--- src/rtl/mem_wb_stage.sv ---
// MEM/WB pipeline register with load alignment/extension and write-back select.
// Drives the register file write port combinationally and counts retired instructions.
module mem_wb_stage (
  input  logic        clk,
  input  logic        rst,
  input  logic        me_valid,
  input  logic [4:0]  me_rd,
  input  logic        me_regwrite,
  input  logic [1:0]  me_wb_sel,
  input  logic [2:0]  me_funct3,
  input  logic [31:0] me_alu_result,
  input  logic [31:0] me_pc_plus4,
  input  logic [31:0] mem_rdata,
  input  logic        wb_stall,
  input  logic        wb_flush,
  output logic [4:0]  w_regs_addr,
  output logic [31:0] w_regs_data,
  output logic        w_regs_en,
  output logic        wb_valid,
  output logic        wb_misalign,
  output logic [31:0] instret
);

  typedef struct packed {
    logic        valid;
    logic        regwrite;
    logic [4:0]  rd;
    logic [1:0]  wb_sel;
    logic [2:0]  funct3;
    logic [31:0] alu_result;
    logic [31:0] pc_plus4;
  } wb_reg_t;

  wb_reg_t     wb_q;
  logic [31:0] rdata_hold;
  logic        hold_vld;
  logic [31:0] instret_q;

  always_ff @(posedge clk) begin
    if (!rst) begin
      wb_q       <= '0;
      rdata_hold <= '0;
      hold_vld   <= 1'b0;
    end else if (wb_flush) begin
      wb_q.valid <= 1'b0;
      hold_vld   <= 1'b0;
    end else if (wb_stall) begin
      // Memory only presents the read word once; keep the first-cycle value.
      if (!hold_vld) begin
        rdata_hold <= mem_rdata;
        hold_vld   <= 1'b1;
      end
    end else begin
      wb_q.valid      <= me_valid;
      wb_q.regwrite   <= me_regwrite;
      wb_q.rd         <= me_rd;
      wb_q.wb_sel     <= me_wb_sel;
      wb_q.funct3     <= me_funct3;
      wb_q.alu_result <= me_alu_result;
      wb_q.pc_plus4   <= me_pc_plus4;
      hold_vld        <= 1'b0;
    end
  end

  logic [31:0] raw;
  logic [1:0]  off;
  logic [7:0]  byte_lane;
  logic [15:0] half_lane;
  logic [31:0] load_data;
  logic        is_half;
  logic        is_word;

  always_comb begin
    raw = hold_vld ? rdata_hold : mem_rdata;
    off = wb_q.alu_result[1:0];
    case (off)
      2'd0:    byte_lane = raw[7:0];
      2'd1:    byte_lane = raw[15:8];
      2'd2:    byte_lane = raw[23:16];
      default: byte_lane = raw[31:24];
    endcase
    half_lane = off[1] ? raw[31:16] : raw[15:0];
    case (wb_q.funct3)
      3'b000:  load_data = {{24{byte_lane[7]}}, byte_lane};
      3'b100:  load_data = {24'd0, byte_lane};
      3'b001:  load_data = {{16{half_lane[15]}}, half_lane};
      3'b101:  load_data = {16'd0, half_lane};
      default: load_data = raw;
    endcase
  end

  // funct3[1] set covers LW and the reserved codes, all treated as word loads.
  assign is_half     = (wb_q.funct3[1:0] == 2'b01);
  assign is_word     = wb_q.funct3[1];
  assign wb_misalign = wb_q.valid & (wb_q.wb_sel == 2'b01) &
                       ((is_half & off[0]) | (is_word & (off != 2'd0)));

  always_comb begin
    case (wb_q.wb_sel)
      2'b01:   w_regs_data = load_data;
      2'b10:   w_regs_data = wb_q.pc_plus4;
      default: w_regs_data = wb_q.alu_result;
    endcase
  end

  assign w_regs_addr = wb_q.rd;
  assign w_regs_en   = wb_q.valid & wb_q.regwrite & (wb_q.rd != 5'd0) & ~wb_misalign;
  assign wb_valid    = wb_q.valid;

  always_ff @(posedge clk) begin
    if (!rst)
      instret_q <= '0;
    else if (wb_q.valid & ~wb_stall & ~wb_misalign)
      instret_q <= instret_q + 32'd1;
  end

  assign instret = instret_q;

endmodule

--- config.mk ---
export PLATFORM = sky130hd
export DESIGN_NAME = mem_wb_stage
export DESIGN_NICKNAME = d
export VERILOG_FILES = /design/src/rtl/mem_wb_stage.sv
export SDC_FILE = /design/constraint.sdc
export NUM_CORES = 1
export LEC_CHECK = 0
export BUFFER_PORTS_ARGS = -buffer_cell sky130_fd_sc_hd__buf_2
export CAP_MARGIN = 15
export CORE_MARGIN = 4
export CORE_UTILIZATION = 40
export CTS_CLUSTER_DIAMETER = 100
export DETAILED_ROUTE_END_ITERATION = 7
export PLACE_DENSITY = 0.78
export SYNTH_ARGS = -nofsm -noshare
export SYNTH_HDL_FRONTEND = slang
export SYNTH_SLANG_ARGS = --single-unit
--- constraint.sdc ---
create_clock -name clk -period 1.9 [get_ports clk]
set_input_delay 0.285 -clock clk [delete_from_list [all_inputs] [get_ports clk]]
set_output_delay 0.285 -clock clk [all_outputs]
set_load 0.02 [all_outputs]
Word level (Yosys, flattened, before mapping)
Cells that the tools add are included.

Equality and inequality tests: 8. Reductions and logical operators: 7. Mux-type cells: 6. Bitwise operators: 14. Add/sub/neg operators: 1.

Operator list (number): 32-bit one-hot mux with 4 select lines (1); 32-bit one-hot mux with 2 select lines (1); 32-bit by 1-bit adder with 32-bit output (second input constant) (1); 32-bit two-way mux (1); 8-bit one-hot mux with 3 select lines (1); 16-bit two-way mux (1); 1-bit bitwise AND (9); 2-bit by 1-bit == test with 1-bit output (second input constant) (3); 3-bit == test (second input constant) (2); 5-bit nonzero test (1); 2-bit == test (second input constant) (2); 1-bit NOT (4); 2-bit AND reduction (2); 3-bit by 1-bit == test with 1-bit output (second input constant) (1); 3-bit logical NOT (1); 2-bit logical NOT (1); 2-bit nonzero test (1); 2-bit OR reduction (1); 1-bit two-way mux (1); 1-bit OR (1).

Register bits: 141. Output and inout port bits: 72. Bits of input ports: 112. Word-level logic and storage cells: 46.

Logic depth before layout (Yosys ltp)
Word-level depth: 6. Depth in mapped cells: 8. Mapped depth without buffers: 6.

Worst setup path before layout
No wires, ideal clock.

Path type: reg2out. Start point: register wb_q (netlist bit off[1]). End point: output port w_regs_data[16]. Buffers on the path: 2. Data arrival time: 1.758 ns. Required time: 1.615 ns. Stages on the path, launching flop included: 7. Slack: -0.143 ns. Path through: dfxtp_1 buf_6 mux4_2 a32oi_2 nor2_2 buf_6 a211o_1.

Word-level cells in the longest chain between the ends: 4. Elaborated cells on any way between the ends: 7. Those cells by class: eq/ne: 2; mux: 4; reduce/logical: 1.

Ends and longest elaborated chain: from (decl) (line 34) `wb_reg_t wb_q;`; 2-bit == test (tied with other cells) (line 76) `case (off)`; 8-bit one-hot mux with 3 select lines (line 76); 32-bit one-hot mux with 4 select lines (*) (line 83) `case (wb_q.funct3)`; 32-bit one-hot mux with 2 select lines (*) (line 99) `case (wb_q.wb_sel)`; to (decl) (line 17) `output logic [31:0] w_regs_data,`.

Mark *: on every way between the ends. The rest lies on a longest branch, timed or not.

Final worst setup path
Ends and elaborated chain as after synthesis.

==> metrics.md <==
| Metric | Value |
|---|---|
| Failing checks | `setup timing` |
| IO Pins | `184` |
| Initial antenna violation count | `6` |
| Clk buf depth | `2` |
| Die width | `141 um` |
| Setup violators final | `50` |
| Avg WL per Cell | `18.9 um` |
| Net count, final | `1281` |
| Clk_lat worst skew | `420 ps` |
| Tcrit/Tclk final | `1.33` |
| Via count | `7979` |
| Ys async rst share | `0` |
| Pin count of the biggest net entering global routing | `76` |
| Cts hold-fix bufs | `0` |
| Vias in the first global route | `7403` |
| Layout filler cell count | `1387` |
| Post-layout min period | `2530 ps` |
| Root Driver | `clkbuf_16` |
| Pwr dens | `730 nW/um2` |
| Multi-input logic area | `4800 um2` |
| Core box area | `17400 um2` |
| Hold_sp | `me_rd[3]` |
| Synth top area cells | `dfxtp_1, nand2_1, a21oi_1, mux2i_1, clkbuf_1` |
| Hold path depth | `3` |
| Clock slew at reported path FFs | `60 ps` |
| Max VDD drop | `0.658 mV` |
| Hold Fails Final Rpt | `0` |
| Setup WS post-layout | `-633 ps` |
| Fin Hold WS | `92.1 ps` |
| Max_cap viols | `0` |
| Critical Path RT | `1620 ps` |
| Rows | `48` |
| Non-Filler Instances | `1410` |
| Gate Count Post-Synth | `917` |
| Die H | `141 um` |
| Post-route ant nets | `0` |
| DRT iter0 DRCs | `771` |
| Worst r2r path cells | `9` |
| Avg Cell Area, Syn | `7.74 um2` |
| Fin. max-slew vios | `0` |
| Syn Nets | `1032` |
| Routed WL | `26.7 mm` |
| Crit path launch type | `flop` |
| Clock Sink Count | `141` |
| Reg2reg end | `instret[20]` |
| RSZ-0062 raised after global routing | `true` |
| CTS tree | `yes` |
| Number of distinct library cells after synthesis | `55` |
| Arrival time at the worst endpoint | `2250 ps` |
| Worst hold path endpoint | `w_regs_addr[3]` |
| Area Growth Syn to Fin | `53.5%` |
| Share of layout cells above drive strength 1 | `0.402` |
| Crit-path max FO | `7` |
| Clk_skew | `7.06 ps` |
| Die area | `19900 um2` |
| Top_reg_cell synth | `dfxtp_1` |
| Area leader, netlist | `dfxtp_1` |
| Kind of critical path | `reg -> out` |
| Yosys warnings | `0` |
| Crit path capture type | `output pin` |
| DP Cell Count | `1350` |
| Synthesized cell area | `7100 um2` |
| Hold WC Path Type | `in -> reg` |
| Routability congestion estimate | `0.913` |
| Vias per cell | `5.66` |
| Final Util | `0.628` |
| H-Tree Level Count | `4` |
| First-pass GRT wire length | `39.9 mm` |
| Number of port buffers | `183` |
| Status | `finished with violations` |
| Gr ovfl total | `0` |
| Initial core utilization | `0.409` |
| Share of the synthesized area in the top cell type | `0.398` |
| DRT Pass-1 Iters | `7` |
| Reg2reg setup slack | `-110 ps` |
| Inserted Clock Buffers | `17` |
| Slew @ Worst Pin | `506 ps` |
| Max_slew headroom | `0.659` |
| Synth Register Bits | `141` |
| Gr usage total | `0.249` |
| Pre-CTS WS | `-244 ps` |
| Setup tns final | `-18580 ps` |
| DRC Markers | `0` |
| Final HPWL DP | `16.9 mm` |
| Max Clk Rate | `395 MHz` |
| Post-synth EDFFs | `0` |
| Worst r2r src | `off[1]` |
| Register Area | `2840 um2` |
| Sequential area share after synthesis | `0.398` |
| Leakage power | `0.00440 uW` |
## stage by stage
step           instance area, um2  power, uW
5_1_grt                     10900       8220
6_report                    10900       7960
4_1_cts                     10500       7880
3_3_place_gp                 8920       4270
3_5_place_dp                 8920       4290
2_1_floorplan                7150       3790
## worst max-delay path: stages, from the launching register on
cell,delay (ps)
dfxtp_2,340
mux4_2,570
a32oi_4,320
nor2_4,110
a211o_4,340
buf_6,130
## cell families after synthesis
kind of cell               share of synthesized area
xor gates and xnor gates                     0.00247
adders and majority gates                    0.00529
buffers and inverters                         0.0546
muxes                                         0.0867
and+or+nand+nor                                0.228
AOI/OAI and AO/OA                              0.225
DFF                                            0.398
## metal layers
metal  routed length [um]  global-route usage  share of wire  vias up
met5                    0                   0              0        -
met4                  941              0.0979          0.035        0
met3                 2020              0.0607          0.076       68
met2                12600               0.388           0.47      348
met1                11100               0.332           0.42     3810
li1                     -                   -              -     3753
## synth_stat cells, drive strengths merged, types with 2 or more instances
cell type,count
nand2,242
dfxtp,141
a21oi,118
clkbuf,61
mux2i,48
nor2,39
o21ai,35
a211oi,22
buf,19
nand3,17
a211o,14
nand2b,12
nand4,11
inv,10
or4,10
o31ai,9
a21boi,8
mux2,8
o311ai,8
o41ai,8
a311oi,7
or3,7
and3,6
o221ai,6
a2bb2oi,5
nor2b,5
nor4,5
and4,4
o211ai,4
ha,3
nand4b,3
mux4,2
nor3,2
o21a,2
or2,2
## cell type report
type / instances / area share
multi-input combinational: 686 / 0.440
tap: 225 / 0.0258
antenna: 6 / 0.00138
sequential: 141 / 0.260
timing repair buffer: 309 / 0.213
inverter: 11 / 0.00459
clock inverter: 13 / 0.0142
clock buffer: 19 / 0.0406
## repair_timing
action,4_1_cts,5_1_grt
pin swaps,40,31
setup endpoints to repair,51,59
cloned,6,1
gates resized for setup,186,61
buffers inserted,10,8
## power by group
part | switching (uW) | internal (uW) | total [uW]
Sequential | 87.6 | 3070 | 3160
Clock | 1410 | 2000 | 3410
Combinational | 758 | 630 | 1390
## worst max path at each step
stage | endpoint | slack [ps] | start | depth (start not counted)
after detailed placement | w_regs_data[17] | -240 | wb_q[67] | 7
after floorplan | w_regs_data[16] | -120 | off[1] | 6
final | w_regs_data[16] | -630 | off[1] | 5
after global placement | w_regs_data[16] | -190 | wb_q[67] | 7
after CTS | w_regs_data[16] | -610 | off[1] | 5
after global routing | w_regs_data[26] | -690 | hold_vld | 8
## placed cells by master, fill, tap and decap left out, types with 7 or more instances in the layout
cell and n:
buf_12 9, nand3_1 14, o31ai_1 9, clkbuf_16 17, o21ai_0 31, buf_4 89, mux2_2 7, mux2i_1 26
a211oi_1 21, or4_1 7, nor2_1 35, nand2_1 240, mux2i_4 15, mux2i_2 7, o311ai_4 7, dfxtp_1 134
nand2b_1 11, a21oi_2 11, a21oi_1 102, buf_2 160, buf_6 42, nand4_1 11, a211o_1 13
## flip-flops by register name (all words and copies together) (netlist names)
signal and cells:
hold_vld 1, instret 32, is_word 1, off 2, rdata_hold 32, w_regs_addr 5
wb_q 67, wb_valid 1
Note: power is estimated with default switching activity, not from simulation.
